File: src/rtl/reg_file_mp.sv
// Multi-ported integer register file with per-register pending (scoreboard) bits,
// configurable read/write port count and same-cycle write-to-read forwarding.
module reg_file_mp #(
    parameter int XLEN     = 32,
    parameter int NREGS    = 32,
    parameter int NRD      = 2,
    parameter int NWR      = 2,
    parameter int BYPASS   = 1,
    parameter int ZERO_REG = 1,
    localparam int AW      = $clog2(NREGS)
) (
    input  logic                  clk_i,
    input  logic                  rst_ni,
    input  logic [NRD*AW-1:0]     rd_addr_i,
    output logic [NRD*XLEN-1:0]   rd_data_o,
    output logic [NRD-1:0]        rd_busy_o,
    input  logic [NWR-1:0]        wr_en_i,
    input  logic [NWR*AW-1:0]     wr_addr_i,
    input  logic [NWR*XLEN-1:0]   wr_data_i,
    input  logic                  rsv_en_i,
    input  logic [AW-1:0]         rsv_addr_i,
    input  logic                  flush_i,
    output logic [NREGS-1:0]      busy_o
);

    localparam bit ZR = (ZERO_REG != 0);
    localparam bit BP = (BYPASS != 0);

    logic [XLEN-1:0]  r_mem [NREGS];
    logic [NREGS-1:0] r_pend;

    logic [NREGS-1:0] w_wen;
    logic [XLEN-1:0]  w_wdata [NREGS];
    logic [NREGS-1:0] w_pend_next;

    // Ascending port scan: the last matching (highest-index) port wins.
    always_comb begin
        w_wen = '0;
        for (int r = 0; r < NREGS; r++) begin
            w_wdata[r] = r_mem[r];
        end
        for (int k = 0; k < NWR; k++) begin
            if (wr_en_i[k] && (!ZR || wr_addr_i[k*AW +: AW] != '0)) begin
                w_wen[wr_addr_i[k*AW +: AW]]   = 1'b1;
                w_wdata[wr_addr_i[k*AW +: AW]] = wr_data_i[k*XLEN +: XLEN];
            end
        end
    end

    // Reserve overrides a same-cycle write (new producer); flush overrides everything.
    always_comb begin
        w_pend_next = r_pend & ~w_wen;
        if (rsv_en_i && (!ZR || rsv_addr_i != '0)) begin
            w_pend_next[rsv_addr_i] = 1'b1;
        end
        if (flush_i) begin
            w_pend_next = '0;
        end
    end

    always_ff @(posedge clk_i or negedge rst_ni) begin
        if (!rst_ni) begin
            for (int r = 0; r < NREGS; r++) begin
                r_mem[r] <= '0;
            end
            r_pend <= '0;
        end else begin
            for (int r = 0; r < NREGS; r++) begin
                if (w_wen[r]) begin
                    r_mem[r] <= w_wdata[r];
                end
            end
            r_pend <= w_pend_next;
        end
    end

    generate
        for (genvar gi = 0; gi < NRD; gi++) begin : g_rd
            logic [AW-1:0]   w_addr;
            logic            w_fwd;
            logic [XLEN-1:0] w_rdata;

            assign w_addr = rd_addr_i[gi*AW +: AW];

            // Forwarding is suppressed during reset so outputs read 0 while rst_ni is low.
            always_comb begin
                w_fwd   = 1'b0;
                w_rdata = r_mem[w_addr];
                if (BP && rst_ni && (!ZR || w_addr != '0)) begin
                    for (int k = 0; k < NWR; k++) begin
                        if (wr_en_i[k] && wr_addr_i[k*AW +: AW] == w_addr) begin
                            w_fwd   = 1'b1;
                            w_rdata = wr_data_i[k*XLEN +: XLEN];
                        end
                    end
                end
            end

            assign rd_data_o[gi*XLEN +: XLEN] = w_rdata;
            assign rd_busy_o[gi]              = r_pend[w_addr] & ~w_fwd;
        end
    endgenerate

    assign busy_o = r_pend;

endmodule

File: config.mk
export PLATFORM = sky130hd
export DESIGN_NAME = reg_file_mp
export DESIGN_NICKNAME = d
export VERILOG_FILES = /design/src/rtl/reg_file_mp.sv
export SDC_FILE = /design/constraint.sdc
export NUM_CORES = 2
export LEC_CHECK = 0
export CAP_MARGIN = 20
export CORE_ASPECT_RATIO = 0.7
export CORE_UTILIZATION = 35
export DETAILED_ROUTE_END_ITERATION = 10
export GPL_TIMING_DRIVEN = 0
export PLACE_DENSITY = 0.58
export SLEW_MARGIN = 20
export SYNTH_ARGS = -nofsm -noshare
export SYNTH_HDL_FRONTEND = slang
export SYNTH_SLANG_ARGS = --single-unit
File: constraint.sdc
create_clock -name clk_i -period 3 [get_ports clk_i]
set_clock_uncertainty 0.15 [all_clocks]
set_input_delay 0.75 -clock clk_i [delete_from_list [all_inputs] [get_ports clk_i]]
set_output_delay 0.75 -clock clk_i [all_outputs]
set_load 0.005 [all_outputs]
==> parameters.txt <==
Parameter                              Value

STA
  Smallest setup slack after layout    -1.16 ns
  Worst hold margin    -0.0831 ns
  Time the worst path needs with I/O delays and setup    4.16 ns
  Finish-stage setup viols    ~260
  Transition time at the pin with the least slew margin    about 1.4 ns
  Worst relative slew slack    8.51%
  RSZ-0062 raised after global routing    true
  Upper clock frequency limit    240 MHz
  Final critical-path share of the clock period    139%
  Number of hold-slack violations in the final timing report    28
  Number of max-slew violations in the final report    0

Final layout
  Final design area excluding fillers    83600 um^2
  Non-Filler Instances    approximately 9400
  Share of final-layout standard cells stronger than drive strength 1    about a quarter
  Number of inserted filler cells in the final layout    between 15000 and 20000
  Number of nets at the end of the flow    6900
  Final core area utilization    ~44%
  P&R area growth vs syn    25.8%

Power and ir drop
  Sw frac    35.5%
  Sequential share of power    about two fifths
  Leakage power    around 36 nW
  Power density normalized to cell area    between 600 and 700 nW/um^2
  Net Sw Power    18.6 mW
  Clk pwr share    between 20 and 30%
  Combinational fraction of design power    31.2%
  Internal portion of total power    between 30 and 40 mW
  Highest ir drop seen on vdd    around 0.50 mV

Synthesis
  Synth area leaders    sky130_fd_sc_hd__dfrtp_1 (40%), sky130_fd_sc_hd__mux4_2 (18%), sky130_fd_sc_hd__mux2i_1 (18%)
  Async set or reset register ratio after synthesis    between 90% and 100%
  Warnings from Yosys    0
  Count of flip-flops with a built-in enable after synthesis    0
  Post-synthesis xor/xnor area fraction    less than 1%
  Fraction of synthesized area in multiplexers    between 30% and 40%
  Simple-gate portion of the synthesized area    8.39%
  Distinct cell type count after synthesis    between 50 and 60
  Adder-cell share of the synthesized area    0%
  Share of Yosys cell area claimed by the top area cell type    between 30% and 40%
  Post-synthesis compound-gate area fraction    10.6%
  Largest family of logic cells by synthesized area    multiplexers
  Top_reg_cell synth    sky130_fd_sc_hd__dfrtp_1
  Flip-flop and latch count after synthesis    1056
  Post-synthesis cell type with the largest combined area    sky130_fd_sc_hd__dfrtp_1
  Share of synthesized area occupied by flip-flops and latches    approximately 40%
  Syn avg cell area    around 11 um^2
  Total nets after synthesis    about 6400
  Total standard cell area after synthesis    approximately 66000 um^2
  Post-synthesis cell count    roughly 6300

Die
  Placement row count    roughly 130
  Die extent in x    approximately 520 um
  Effective utilization at floorplan    between 30% and 40%
  Area of the placeable core    approximately 190000 um^2
  Die area    ~190000 um^2
  I/O pin total    between 150 and 200
  Vertical die dimension    367 um

Place
  Dpl cells    8914
  Cell area after placement    between 70000 and 80000 um^2
  Count of buffers inserted at the top-level ports    140
  Placer congestion estimate    around 1.1
  Sum of net half-perimeters after detailed placement    around 300000 um

Worst setup path
  Worst-path fanout max    10
  Worst Path Arrival    around 3.3 ns
  CP Capture Type    output pin
  Critical setup path kind    in -> out
  Capture point of the worst reg-to-reg path    busy_o[6]
  Required arrival time at the worst endpoint    between 2 and 2.5 ns
  Reg2reg start    busy_o[6]
  Number of cell instances on the worst register-to-register path    4
  FF-to-FF setup slack    1.49 ns
  Crit start category    input port

Clocking
  Clock H-tree levels    3
  Total clock buffers created by CTS    ~110
  Max Buffers Root-to-Sink    3
  Sink count of the clock tree    about 1100
  CTS tree    built
  Clock root buffer    sky130_fd_sc_hd__clkbuf_16
  Skew-Pair Late Insertion Delay    ~0.77 ns
  Worst-path clk slew    about 0.07 ns

Route
  Router iterations before antenna repair    10
  Vias per Instance    between 6 and 7
  Wire length after detailed routing    around 410000 um
  DRC violations left    0
  Final routed wire length divided by cell count    43.3 um
  Antenna viol nets, final    0
  Via count    approximately 64000
  Number of design-rule violations left by the first detailed-router iteration    around 12000

GRT
  Via count of the first global-routing pass    just under 60000
  Global-route wire length before repair    around 530000 um
  Number of antenna violations at the first check in global routing    42
  Global router's overall resource usage    between 40% and 50%
  Largest net degree at the start of global routing    136
  Residual overflow from global routing    0

Run status
  Violated checks    negative hold slack, negative setup slack
  Status    finished, violations left

Worst hold path
  Path class of the lowest-slack min-delay path    in -> async

Run
  Max-cap check violation count    0
==> routing by layer <==
layer | share of wire, % | vias to the layer above | global-route usage [%] | routed length, um
met3 | 19 | 1380 | 24.9 | 76500
met5 | 0.30 | - | 1.23 | 1220
met4 | 7.4 | 48 | 25.4 | 30000
met1 | 37 | 32700 | 53.1 | 150000
li1 | - | 23900 | - | -
met2 | 37 | 6412 | 51.3 | 151000
==> worst max-delay path, cell delays in order <==
cell and delay, ns:
sky130_fd_sc_hd__buf_16 0.13, sky130_fd_sc_hd__buf_12 0.14, sky130_fd_sc_hd__clkbuf_8 0.30, sky130_fd_sc_hd__mux4_2 0.56
sky130_fd_sc_hd__mux2i_4 0.13, sky130_fd_sc_hd__a211oi_2 0.35, sky130_fd_sc_hd__nand2_1 0.16, sky130_fd_sc_hd__mux2i_4 0.49
sky130_fd_sc_hd__buf_2 0.21
==> registers in the layout, summed over array words and instances, names as in the netlist <==
name / count
busy_o: 32
r_mem: 1024
==> cells in the mapped netlist, types with 2 or more instances <==
cell type                  count
sky130_fd_sc_hd__nor3b_2       3
sky130_fd_sc_hd__a32oi_1      23
sky130_fd_sc_hd__nor2b_1       6
sky130_fd_sc_hd__nor4_1        3
sky130_fd_sc_hd__nand3_1      36
sky130_fd_sc_hd__or3_1         3
sky130_fd_sc_hd__a21oi_1     554
sky130_fd_sc_hd__or3b_1        3
sky130_fd_sc_hd__nand2_1     645
sky130_fd_sc_hd__and2_1        5
sky130_fd_sc_hd__or2_2         2
sky130_fd_sc_hd__nor3_1        8
sky130_fd_sc_hd__nor3b_1       2
sky130_fd_sc_hd__nand2_2       5
sky130_fd_sc_hd__nand2b_1      8
sky130_fd_sc_hd__mux2i_1    1163
sky130_fd_sc_hd__buf_2       169
sky130_fd_sc_hd__o22a_1        2
sky130_fd_sc_hd__buf_6        20
sky130_fd_sc_hd__dfrtp_1    1056
sky130_fd_sc_hd__o22ai_1     149
sky130_fd_sc_hd__a31oi_1      15
sky130_fd_sc_hd__and3b_1       4
sky130_fd_sc_hd__inv_1         8
sky130_fd_sc_hd__xnor2_1       7
sky130_fd_sc_hd__clkbuf_1    485
sky130_fd_sc_hd__o211ai_1      2
sky130_fd_sc_hd__o221ai_1      8
sky130_fd_sc_hd__buf_4        62
sky130_fd_sc_hd__nor2_2       13
sky130_fd_sc_hd__a221o_1       3
sky130_fd_sc_hd__mux4_2      521
sky130_fd_sc_hd__a211oi_1     63
sky130_fd_sc_hd__a22oi_1      36
sky130_fd_sc_hd__or3b_2        4
sky130_fd_sc_hd__buf_1        70
sky130_fd_sc_hd__o21ai_1      19
sky130_fd_sc_hd__nand3b_1     25
sky130_fd_sc_hd__o21ai_0     407
sky130_fd_sc_hd__xor2_1       13
sky130_fd_sc_hd__and3_1        7
sky130_fd_sc_hd__nor2_1      586
sky130_fd_sc_hd__mux2_2       20
sky130_fd_sc_hd__nand4b_1      4
==> cell usage in the layout (no fill, tap or decap), types with 20 or more instances in the layout <==
master and n:
sky130_fd_sc_hd__clkinv_2 33, sky130_fd_sc_hd__a22oi_1 36, sky130_fd_sc_hd__o22ai_2 42, sky130_fd_sc_hd__buf_1 50
sky130_fd_sc_hd__nor2_1 582, sky130_fd_sc_hd__a211oi_4 23, sky130_fd_sc_hd__nand2_1 606, sky130_fd_sc_hd__mux4_2 521
sky130_fd_sc_hd__dfrtp_1 1050, sky130_fd_sc_hd__mux2i_4 80, sky130_fd_sc_hd__buf_12 122, sky130_fd_sc_hd__a211oi_2 23
sky130_fd_sc_hd__a21oi_1 554, sky130_fd_sc_hd__o22ai_1 93, sky130_fd_sc_hd__diode_2 23, sky130_fd_sc_hd__clkdlybuf4s50_1 54
sky130_fd_sc_hd__clkbuf_1 405, sky130_fd_sc_hd__nand3b_1 25, sky130_fd_sc_hd__a32oi_1 23, sky130_fd_sc_hd__nand2_2 42
sky130_fd_sc_hd__mux2i_2 26, sky130_fd_sc_hd__nand3_1 35, sky130_fd_sc_hd__o21ai_0 407, sky130_fd_sc_hd__buf_4 158
sky130_fd_sc_hd__clkbuf_16 133, sky130_fd_sc_hd__clkbuf_8 47, sky130_fd_sc_hd__buf_8 46, sky130_fd_sc_hd__clkbuf_2 40
sky130_fd_sc_hd__mux2i_1 1057, sky130_fd_sc_hd__buf_16 66, sky130_fd_sc_hd__buf_2 140, sky130_fd_sc_hd__mux2_2 20
sky130_fd_sc_hd__buf_6 113
==> layout make-up <==
type	count	area [um^2]	area share, %
antenna	23	57.6	0.0689
buffer	787	6040	7.22
clock buffer	159	3330	3.99
clock inverter	50	470	0.563
inverter	8	33.8	0.0404
multi-input combinational	4386	38700	46.3
sequential	1056	26400	31.6
tap	2497	3120	3.74
timing repair buffer	453	5430	6.49
==> worst max path at each step <==
stage | from | to | slack (ns) | cells after the start
global route | rd_addr_i[0] | rd_data_o[20] | -1.04 | 11
global placement | rst_ni | r_mem[135] | -51.40 | 1
CTS | rd_addr_i[1] | rd_data_o[20] | -1.0 | 13
floorplan | wr_addr_i[9] | rd_data_o[35] | -0.05 | 9
finish | rd_addr_i[0] | rd_data_o[19] | -1.16 | 9
detailed placement | rd_addr_i[1] | rd_data_o[28] | -4.02 | 10
==> logic make-up after synthesis <==
| family | count (synthesis) |
|---|---|
| compound gates | 1285 |
| xor+xnor | 20 |
| buf+inv | 814 |
| flops | 1056 |
| mux | 1704 |
| simple gates | 1377 |
==> power groups by stage <==
stage / clock, mW / sequential (mW) / combinational [mW]
after floorplan: 0 / 19.7 / 8.91
after global routing: 15.6 / 21.1 / 16.8
after detailed placement: 0 / 20.8 / 14.0
after CTS: 15.1 / 20.6 / 15.4
after global placement: 0 / 20.7 / 13.5
final: 15.3 / 20.8 / 16.4
==> per-stage QoR <==
| stage | setup slack [ns] | TNS, ns | total power [mW] |
|---|---|---|---|
| global route | -1.04 | -57.67 | 53.4 |
| floorplan | -0.0470 | -2.53 | 28.6 |
| CTS | -0.997 | -48.56 | 51.1 |
| global placement | -51.40 | - | 34.2 |
| detailed placement | -4.02 | -1320.79 | 34.8 |
| finish | -1.16 | -73.06 | 52.4 |
==> what timing repair did <==
action                                 4_1_cts  5_1_grt
setup endpoints to repair                  999      219
resized for setup                         1345      225
gates cloned                                13        3
hold buffers                                 6        0
setup buffers                              186       94
pin swaps                                  109       69
endpoints found under the hold margin       97        0
Note: power is estimated with default switching activity, not from simulation.
